File: src/rtl/riscv_pkg.sv
// Shared RISC-V datapath types: register data/index widths and the
// scoreboard entry layout consumed by the commit stage.
package riscv_pkg;

  localparam int unsigned XLEN          = 64;
  localparam int unsigned REG_ADDR_BITS = 5;

  typedef logic [XLEN-1:0]          xlen_t;
  typedef logic [REG_ADDR_BITS-1:0] reg_addr_t;

  typedef enum logic [2:0] {
    FU_NONE,
    FU_ALU,
    FU_LOAD,
    FU_STORE,
    FU_BRANCH,
    FU_CSR
  } fu_t;

  typedef enum logic [1:0] {
    PREDICT_NONE,
    PREDICT_TAKEN,
    PREDICT_TARGET
  } predict_kind_e;

  typedef struct packed {
    predict_kind_e kind;
    logic          is_taken;
    xlen_t         target;
  } predict_t;

  typedef struct packed {
    logic  valid;
    xlen_t cause;
    xlen_t tval;
  } exception_t;

  typedef struct packed {
    logic      valid;
    reg_addr_t rd;
    xlen_t     value;
  } result_t;

  typedef struct packed {
    fu_t        fu;
    result_t    result;
    exception_t ex;
    predict_t   predict;
  } scoreboard_entry_t;

endpackage

File: src/rtl/tortoise_pkg.sv
// Core-level configuration shared by the tortoise pipeline: commit FSM
// state encoding and default retire width.
package tortoise_pkg;

  localparam int unsigned DEFAULT_NR_COMMIT_PORTS = 2;

  typedef enum logic [1:0] {
    RUN,
    WAIT_STORE,
    WAIT_CSR,
    WAIT_FLUSH
  } commit_state_e;

endpackage

File: src/rtl/commit_branch_check.sv
// Compares the resolved outcome of one retiring control-flow entry against
// its front-end prediction and produces the corrected prediction.
module commit_branch_check
  import riscv_pkg::*;
(
  input  predict_t predict,
  input  logic     actual_taken,
  input  xlen_t    actual_target,
  output logic     mispredict,
  output predict_t resolved
);

  always_comb begin
    resolved   = predict;
    mispredict = 1'b0;
    unique case (predict.kind)
      PREDICT_TAKEN: begin
        resolved.is_taken = actual_taken;
        mispredict        = (actual_taken != predict.is_taken);
      end
      PREDICT_TARGET: begin
        resolved.target = actual_target;
        mispredict      = (actual_target != predict.target);
      end
      default: ;
    endcase
  end

endmodule

File: src/rtl/multi_commit_stage.sv
// In-order multi-port commit stage: retires oldest-first scoreboard entries,
// sequences store/CSR/exception handshakes and reports branch mispredicts.
module multi_commit_stage
  import riscv_pkg::*;
  import tortoise_pkg::*;
#(
  parameter int unsigned NR_COMMIT_PORTS = DEFAULT_NR_COMMIT_PORTS,
  parameter int unsigned DATA_WIDTH      = 64,
  parameter int unsigned REG_ADDR_WIDTH  = 5
) (
  input  logic                                            clk_i,
  input  logic                                            rst_i,
  input  logic                                            flush_i,
  input  logic                                            debug_mode_i,
  input  logic              [NR_COMMIT_PORTS-1:0]         instr_valid_i,
  input  scoreboard_entry_t [NR_COMMIT_PORTS-1:0]         instr_i,
  output logic              [NR_COMMIT_PORTS-1:0]         commit_ack_o,
  output logic              [NR_COMMIT_PORTS-1:0]         reg_w_en_o,
  output logic [NR_COMMIT_PORTS-1:0][REG_ADDR_WIDTH-1:0]  reg_w_no_o,
  output logic [NR_COMMIT_PORTS-1:0][DATA_WIDTH-1:0]      reg_w_data_o,
  output logic                                            store_commit_valid_o,
  input  logic                                            store_commit_ready_i,
  output logic                                            csr_valid_o,
  input  logic                                            csr_done_i,
  output exception_t                                      exception_o,
  output logic                                            mispredict_o,
  output predict_t                                        predict_result_o,
  output logic [$clog2(NR_COMMIT_PORTS+1)-1:0]            instret_o
);

  localparam int unsigned CNT_W = $clog2(NR_COMMIT_PORTS + 1);

  commit_state_e state_q, state_n;
  logic          mispredict_q, mispredict_n;
  predict_t      predict_q, predict_n;

  logic     [NR_COMMIT_PORTS-1:0] ready;
  logic     [NR_COMMIT_PORTS-1:0] special;
  logic     [NR_COMMIT_PORTS-1:0] mis;
  predict_t [NR_COMMIT_PORTS-1:0] resolved;
  logic     [NR_COMMIT_PORTS-1:0] ack;
  logic     [NR_COMMIT_PORTS-1:0] unused_cause;
  logic                           go;
  logic                           hold;

  for (genvar k = 0; k < NR_COMMIT_PORTS; k++) begin : g_port
    assign ready[k]   = instr_valid_i[k] & instr_i[k].result.valid;
    assign special[k] = instr_i[k].ex.valid
                      | (instr_i[k].fu == FU_CSR)
                      | (instr_i[k].fu == FU_STORE);
    assign unused_cause[k] = ^instr_i[k].ex.cause;

    commit_branch_check u_check (
      .predict       (instr_i[k].predict),
      .actual_taken  (instr_i[k].result.value[0]),
      .actual_target (instr_i[k].ex.tval),
      .mispredict    (mis[k]),
      .resolved      (resolved[k])
    );
  end

  // Reset is folded in with flush so outputs are quiet during reset cycles.
  assign hold = rst_i | flush_i;

  always_ff @(posedge clk_i) begin
    if (rst_i) begin
      state_q      <= RUN;
      mispredict_q <= 1'b0;
      predict_q    <= '0;
    end else begin
      state_q      <= state_n;
      mispredict_q <= mispredict_n;
      predict_q    <= predict_n;
    end
  end

  always_comb begin
    state_n              = state_q;
    ack                  = '0;
    store_commit_valid_o = 1'b0;
    csr_valid_o          = 1'b0;
    exception_o          = '0;
    mispredict_n         = 1'b0;
    predict_n            = '0;
    go                   = 1'b0;

    unique case (state_q)
      RUN: begin
        if (!hold && !debug_mode_i && ready[0]) begin
          if (instr_i[0].ex.valid) begin
            ack[0]      = 1'b1;
            csr_valid_o = 1'b1;
            exception_o = instr_i[0].ex;
            state_n     = WAIT_FLUSH;
          end else if (instr_i[0].fu == FU_CSR) begin
            csr_valid_o = 1'b1;
            state_n     = WAIT_CSR;
          end else if (instr_i[0].fu == FU_STORE) begin
            store_commit_valid_o = 1'b1;
            if (store_commit_ready_i) begin
              ack[0] = 1'b1;
              go     = 1'b1;
            end else begin
              state_n = WAIT_STORE;
            end
          end else begin
            ack[0] = 1'b1;
            go     = !mis[0];
            if (mis[0]) begin
              mispredict_n = 1'b1;
              predict_n    = resolved[0];
            end
          end

          // Younger ports retire only behind an unbroken run of plain acks.
          for (int unsigned k = 1; k < NR_COMMIT_PORTS; k++) begin
            if (go && ready[k] && !special[k]) begin
              ack[k] = 1'b1;
              if (mis[k]) begin
                go           = 1'b0;
                mispredict_n = 1'b1;
                predict_n    = resolved[k];
              end
            end else begin
              go = 1'b0;
            end
          end
        end
      end
      WAIT_STORE: begin
        if (hold) begin
          state_n = RUN;
        end else begin
          store_commit_valid_o = 1'b1;
          if (store_commit_ready_i) begin
            ack[0]  = 1'b1;
            state_n = RUN;
          end
        end
      end
      WAIT_CSR: begin
        if (hold) begin
          state_n = RUN;
        end else if (csr_done_i) begin
          ack[0]  = 1'b1;
          state_n = RUN;
        end
      end
      WAIT_FLUSH: begin
        if (hold) state_n = RUN;
      end
    endcase
  end

  always_comb begin
    reg_w_en_o   = '0;
    reg_w_no_o   = '0;
    reg_w_data_o = '0;
    instret_o    = '0;
    for (int unsigned k = 0; k < NR_COMMIT_PORTS; k++) begin
      if (ack[k] && !instr_i[k].ex.valid &&
          (instr_i[k].fu == FU_ALU || instr_i[k].fu == FU_LOAD)) begin
        reg_w_en_o[k]   = 1'b1;
        reg_w_no_o[k]   = REG_ADDR_WIDTH'(instr_i[k].result.rd);
        reg_w_data_o[k] = DATA_WIDTH'(instr_i[k].result.value);
      end
      instret_o = instret_o + CNT_W'(ack[k]);
    end
  end

  assign commit_ack_o     = ack;
  assign mispredict_o     = mispredict_q;
  assign predict_result_o = predict_q;

endmodule

File: config.mk
export PLATFORM = sky130hd
export DESIGN_NAME = multi_commit_stage
export DESIGN_NICKNAME = d
export VERILOG_FILES = /design/src/rtl/riscv_pkg.sv /design/src/rtl/tortoise_pkg.sv /design/src/rtl/commit_branch_check.sv /design/src/rtl/multi_commit_stage.sv
export SDC_FILE = /design/constraint.sdc
export NUM_CORES = 1
export LEC_CHECK = 0
export BUFFER_PORTS_ARGS = -buffer_cell sky130_fd_sc_hd__buf_2
export CORE_AREA = 2 2 342 344
export DETAILED_ROUTE_END_ITERATION = 16
export DIE_AREA = 0 0 344 346
export GPL_ROUTABILITY_DRIVEN = 0
export MAX_ROUTING_LAYER = met4
export SLEW_MARGIN = 25
export SYNTH_ARGS = -nofsm -noshare
export SYNTH_HDL_FRONTEND = slang
export SYNTH_SLANG_ARGS = --single-unit
File: constraint.sdc
create_clock -name clk_i -period 2.3 [get_ports clk_i]
set_input_delay 0.23 -clock clk_i [delete_from_list [all_inputs] [get_ports clk_i]]
set_output_delay 0.23 -clock clk_i [all_outputs]
set_load 0.01 [all_outputs]
---- After elaboration in Yosys (flattened, before gate mapping) ----
Cells that the tools add are included.
cells by class
  eq/ne operators ......................... 25
  $add $sub $neg .......................... 1
  muxes and demuxes ....................... 64
  bitwise logic cells ..................... 7
  reduce and logical (&&, ||, !) cells .... 19
operators with widths
  cell                                                                    count
  67-bit 2-to-1 mux                                                       6
  129-bit 2-to-1 mux                                                      3
  64-bit 2-to-1 mux                                                       4
  64-bit != test                                                          2
  1-bit 2-to-1 mux                                                        33
  2-bit 2-to-1 mux                                                        11
  3-bit by 2-bit equality test with 1-bit output (second input constant)  4
  5-bit 2-to-1 mux                                                        2
  2-bit equality test (second input constant)                             4
  1-bit logical AND                                                       8
  4-bit != test (second input constant)                                   2
  2-bit one-hot mux with 4 select lines                                   1
  2-bit by 1-bit equality test with 1-bit output (second input constant)  3
  3-bit by 1-bit equality test with 1-bit output (second input constant)  2
  3-bit equality test (second input constant)                             2
  1-bit logical NOT                                                       6
  3-bit != test (second input constant)                                   2
  1-bit one-hot mux with 2 select lines                                   3
  6-bit AND reduction                                                     1
  2-bit != test (second input constant)                                   2
  1-bit OR                                                                3
  1-bit one-hot mux with 3 select lines                                   1
  3-bit OR reduction                                                      1
  1-bit by 1-bit adder with 2-bit output                                  1
  other kinds (5)                                                         9
storage, ports and cells
  register bits ........................... 70
  output and inout bits ................... 343

---- Depth between registers and ports, before layout ----
  depth after elaboration ................. 16
  gate-level depth with buffers ........... 11
  mapped depth without buffers ............ 8

---- Modules after synthesis ----
A second synthesis with hierarchy kept.
unflattened totals
  cell total of the unflattened synthesis .. 1021
  area, all modules ....................... 8222.9 µm²
modules (own cells, without submodules)
  module               instances  area each (µm²)  cells each  seq. area each (µm²)
  multi_commit_stage   1          5144.9           685         1401.3
  commit_branch_check  2          1539.0           168         0.0

---- Worst setup path after synthesis ----
Ideal clock, no wire load.
  kind .................................... register -> output
  from .................................... register state_q[1]
  to ...................................... output port instret_o[0]
  slack ................................... -12 ps
  arrival time ............................ 2082 ps
  stages on the path, launching flop included .. 10
  path buffers ............................ 3
  required time ........................... 2070 ps
  cells stage by stage .................... dfxtp_1 or3_4 nor3_4 nand4_1 a21o_1 clkbuf_1 buf_2 buf_2 inv_1 ha_1
on the way
  longest elaborated chain between the ends .. 3
  elaborated cells on any way between the ends .. 6
  those cells by class .................... add/sub (1); eq/ne (2); mux (2); reduce/logical (1)
RTL lines
  what                                    RTL line                   source
  start: declaration                      multi_commit_stage.sv:33   commit_state_e state_q, state_n;
  start signal: assignment                multi_commit_stage.sv:71   state_q <= state_n;
  2-bit logical NOT                       multi_commit_stage.sv:87   unique case (state_q)
  1-bit 2-to-1 mux                        multi_commit_stage.sv:87
  via commit_ack_o[1]                     multi_commit_stage.sv:17   output logic [NR_COMMIT_PORTS-1:0] commit_ack_o,
  1-bit by 1-bit adder with 2-bit output  multi_commit_stage.sv:167  instret_o = instret_o + CNT_W'(ack[k]);
  end: declaration                        multi_commit_stage.sv:28   output logic [$clog2(NR_COMMIT_PORTS+1)-1:0] instret_o
The timed path passes the listed nets, and every way through them passes these cells.

==> results by group <==
Clocking
  – CTS tree: done
  – H-tree Lvls: 3
  – Max Root-Sink Buffers: 2
  – Worst-skew pair later-pin latency: around 0.38 ns
  – Clock transition at path regs: 0.08 ns
  – CTS root buffer: clkbuf_16
  – Clk sinks: 70
  – Num CTS Buffers: 9

Routing
  – DR iter-0 viols: between 800 and 900
  – Number of vias per cell: 3.56
  – Avg WL per Cell: about 31 µm
  – DR vias: about 13000
  – ANT nets after route: 0
  – Drt pass-1 iters: 7
  – Final WL: roughly 110 mm
  – DR DRC count: 0

Final layout
  – Seq. cell area: between 1000 and 1500 µm²
  – Multi-input logic area: about 6900 µm²
  – Layout filler cell count: ~13000
  – Layout area overhead: 133%
  – Most common cell after layout, fill and taps aside: buf_2
  – Layout cells sized above 1: between 60% and 70%
  – NumNets Final: 2535
  – Commonest cells after routing, fill and taps aside: 711 x buf_2, 186 x buf_4, 127 x and3_1

Logic synthesis
  – Main area contributors after synthesis: dfxtp_1 18%, xnor2_1 13%, mux2i_1 12%
  – Number of enable flip-flop cells after synthesis: 0
  – Compound-Gate Fraction of Synth Area: under 10%
  – Simple-gate area share of the yosys netlist: 33.8%
  – Register area share after synthesis: 17.8%
  – Post-synth top area cell: dfxtp_1
  – Synth Instances: about 1000
  – Synth async-reset ratio: 0%
  – #FFs+latches synth: 70
  – Synth warn: 0
  – Top_reg_cell synth: dfxtp_1
  – Fraction of the mapped netlist area in adder cells: less than 1%
  – Mapped cell area: between 7000 and 8000 µm²
  – Largest family of logic cells by synthesized area: simple AND/OR/NAND/NOR gates
  – Area share of xor/xnor cells in the synthesized design: 14.8%
  – Syn Area/Cell: 7.84 µm²
  – Post-synthesis mux area share: 17.1%
  – Distinct cell type count of the synthesized netlist: 37
  – Synth top area share: ~18%
  – Post-synthesis net count: approximately 1600

STA
  – Min cycle time layout: ~3.1 ns
  – Fin crit share: 133%
  – Fin Hold WS: ~0.11 ns
  – Final Hold Fails: 0
  – Slew headroom: 37.5%
  – Tightest Pin Transition: ~0.94 ns
  – Setup TNS: -133.81 ns
  – Max Slew Vio Count: 0
  – # setup viols final: between 300 and 400
  – Unrepaired setup endpoints after global routing: yes
  – Worst setup slack after layout: -0.762 ns
  – Max frequency: approximately 0.33 GHz
  – Clk_skew: ~0.018 ns

Worst hold path
  – Hold Path Class: input pin to flip-flop

Floorplanning
  – Starting Density: a little under 7%
  – Core box area: between 100000 and 150000 µm²
  – Die area: approximately 120000 µm²
  – Die width: about 340 µm
  – Ports: ~900
  – Vert. Die Dim: between 300 and 400 µm
  – Std-Cell Rows: roughly 130

Outcome
  – Failing checks: negative setup slack
  – Status: complete, but fails checks

Global routing
  – First-pass GRT wire length: 131 mm
  – Overall routing resource usage: about 18%
  – Largest net degree at the start of global routing: slightly above 90
  – Total gr overflow: 0
  – Vias in the first global route: 12100
  – Initial antenna violation count: between 100 and 150

Placement
  – Port bufs: roughly 820
  – Setup slack at placement: -1.16 ns
  – Post-DP HPWL: around 95 mm

Critical path
  – R2r endpoint: predict_result_o[16]
  – Reg-to-Reg Start: state_q[1]
  – FF-to-FF setup slack: about 0.010 ns
  – Critical Path End Type: output pin
  – Worst Setup EP: reg_w_data_o[117]
  – Worst endpoint data arrival time: about 2.8 ns
  – Worst reg-to-reg path cell count: 8
  – Worst-path fanout max: 4
  – Req. time, crit path: 2.07 ns
  – CP startpoint kind: input pin
  – Crit Path Category: input pin to output pin
  – Worst Setup SP: instr_i[37]

Run
  – # Max-Cap Violations: 0

Power
  – Pwr/cell area: about 290 nW/µm²
  – Leak pwr: around 8.6 nW
  – Max IR drop VDD: 0.323 mV
-- stage by stage --
| stage | cell area [µm²] | power [mW] | utilization, % | instances |
|---|---|---|---|---|
| final | 18300 | 5.23 | 15.9 | 3571 |
| after global routing | 18300 | 5.47 | 15.9 | 3558 |
| after CTS | 16600 | 5.24 | 14.4 | 3484 |
| after detailed placement | 15400 | 3.43 | 13.3 | 3450 |
| after global placement | 15400 | 3.42 | 13.3 | 3450 |
| after floorplan | 7870 | 1.87 | - | 1003 |
-- registers in the layout (all words and copies together) (netlist names) --
signal            cells
mispredict_o          1
predict_result_o     67
state_q               2
-- power breakdown --
group | total, mW | internal [mW] | switching (mW)
Combinational | 2.31 | 1.03 | 1.29
Sequential | 1.22 | 1.21 | 0.00152
Clock | 1.70 | 0.970 | 0.735
Total | 5.23 | 3.21 | 2.02
-- cells in the mapped netlist, types with 2 or more instances --
cell type	n
a21oi_1	2
and2_1	141
and3_1	130
buf_1	4
buf_2	22
clkbuf_1	77
dfxtp_1	70
ha_1	5
inv_1	8
mux2_2	35
mux2i_1	95
nand2_1	2
nand3_1	39
nand3b_1	2
nand4_1	32
nor2_1	7
nor2b_1	2
nor3_1	34
nor4_1	9
o21ai_0	35
o22ai_1	31
o31ai_1	2
o32ai_1	37
or3_1	38
xnor2_1	121
xor2_1	12
-- cells by family (layout without fill, tap and decap cells) --
| family | count (synthesis) | in the layout |
|---|---|---|
| compound gates | 114 | 114 |
| xor+xnor | 133 | 133 |
| fa+ha+maj | 5 | 5 |
| buf+inv | 111 | 1097 |
| flops | 70 | 70 |
| mux | 130 | 130 |
| other cells | 0 | 58 |
| simple gates | 440 | 440 |
-- final cells by class --
cell class                 instances  share of cell area [%]
timing repair buffer            1073                    41.4
clock inverter                     7                   0.573
tap                             1524                    10.4
multi-input combinational        822                    37.7
sequential                        70                    7.65
inverter                           8                   0.191
clock buffer                       9                    1.23
antenna                           58                   0.792
-- per-layer routing --
| metal | global-route usage [%] | share of wire, % | wire [µm] | vias to the layer above |
|---|---|---|---|---|
| li1 | - | - | - | 5685 |
| met2 | 30.3 | 49 | 54400 | 829 |
| met4 | 3.75 | 3.1 | 3440 | 0 |
| met5 | - | 0 | 0 | - |
| met3 | 5.04 | 8.4 | 9350 | 167 |
| met1 | 20.3 | 40 | 44400 | 6030 |
-- critical path, cell delays in order --
cell       delay (ns)
buf_8            0.11
xnor2_4          0.16
buf_8            0.16
nand4_1          0.53
nor4_2           0.35
nand4_1          0.13
buf_4            0.17
a211oi_4         0.23
buf_6            0.18
buf_12           0.14
clkbuf_16        0.17
and2_4           0.15
buf_6            0.10
-- timing repair --
action | CTS | global route
setup endpoints to repair | 337 | 339
hold buffers | 0 | 0
pin swaps | 15 | 71
setup buffers | 13 | 26
cloned | 9 | 15
resized for setup | 157 | 220
-- how the worst min path moves through the flow --
| stage | cells past startpoint | to | from | slack (ns) |
|---|---|---|---|---|
| after global placement | 2 | state_q[0] | rst_i | 0.48 |
| after CTS | 2 | state_q[0] | rst_i | 0.07 |
| after floorplan | 1 | state_q[0] | rst_i | 0.33 |
| final | 2 | state_q[0] | rst_i | 0.11 |
| after detailed placement | 2 | state_q[0] | rst_i | 0.49 |
| after global routing | 2 | state_q[0] | rst_i | 0.11 |
No activity file was read; power rests on OpenSTA's default activity.
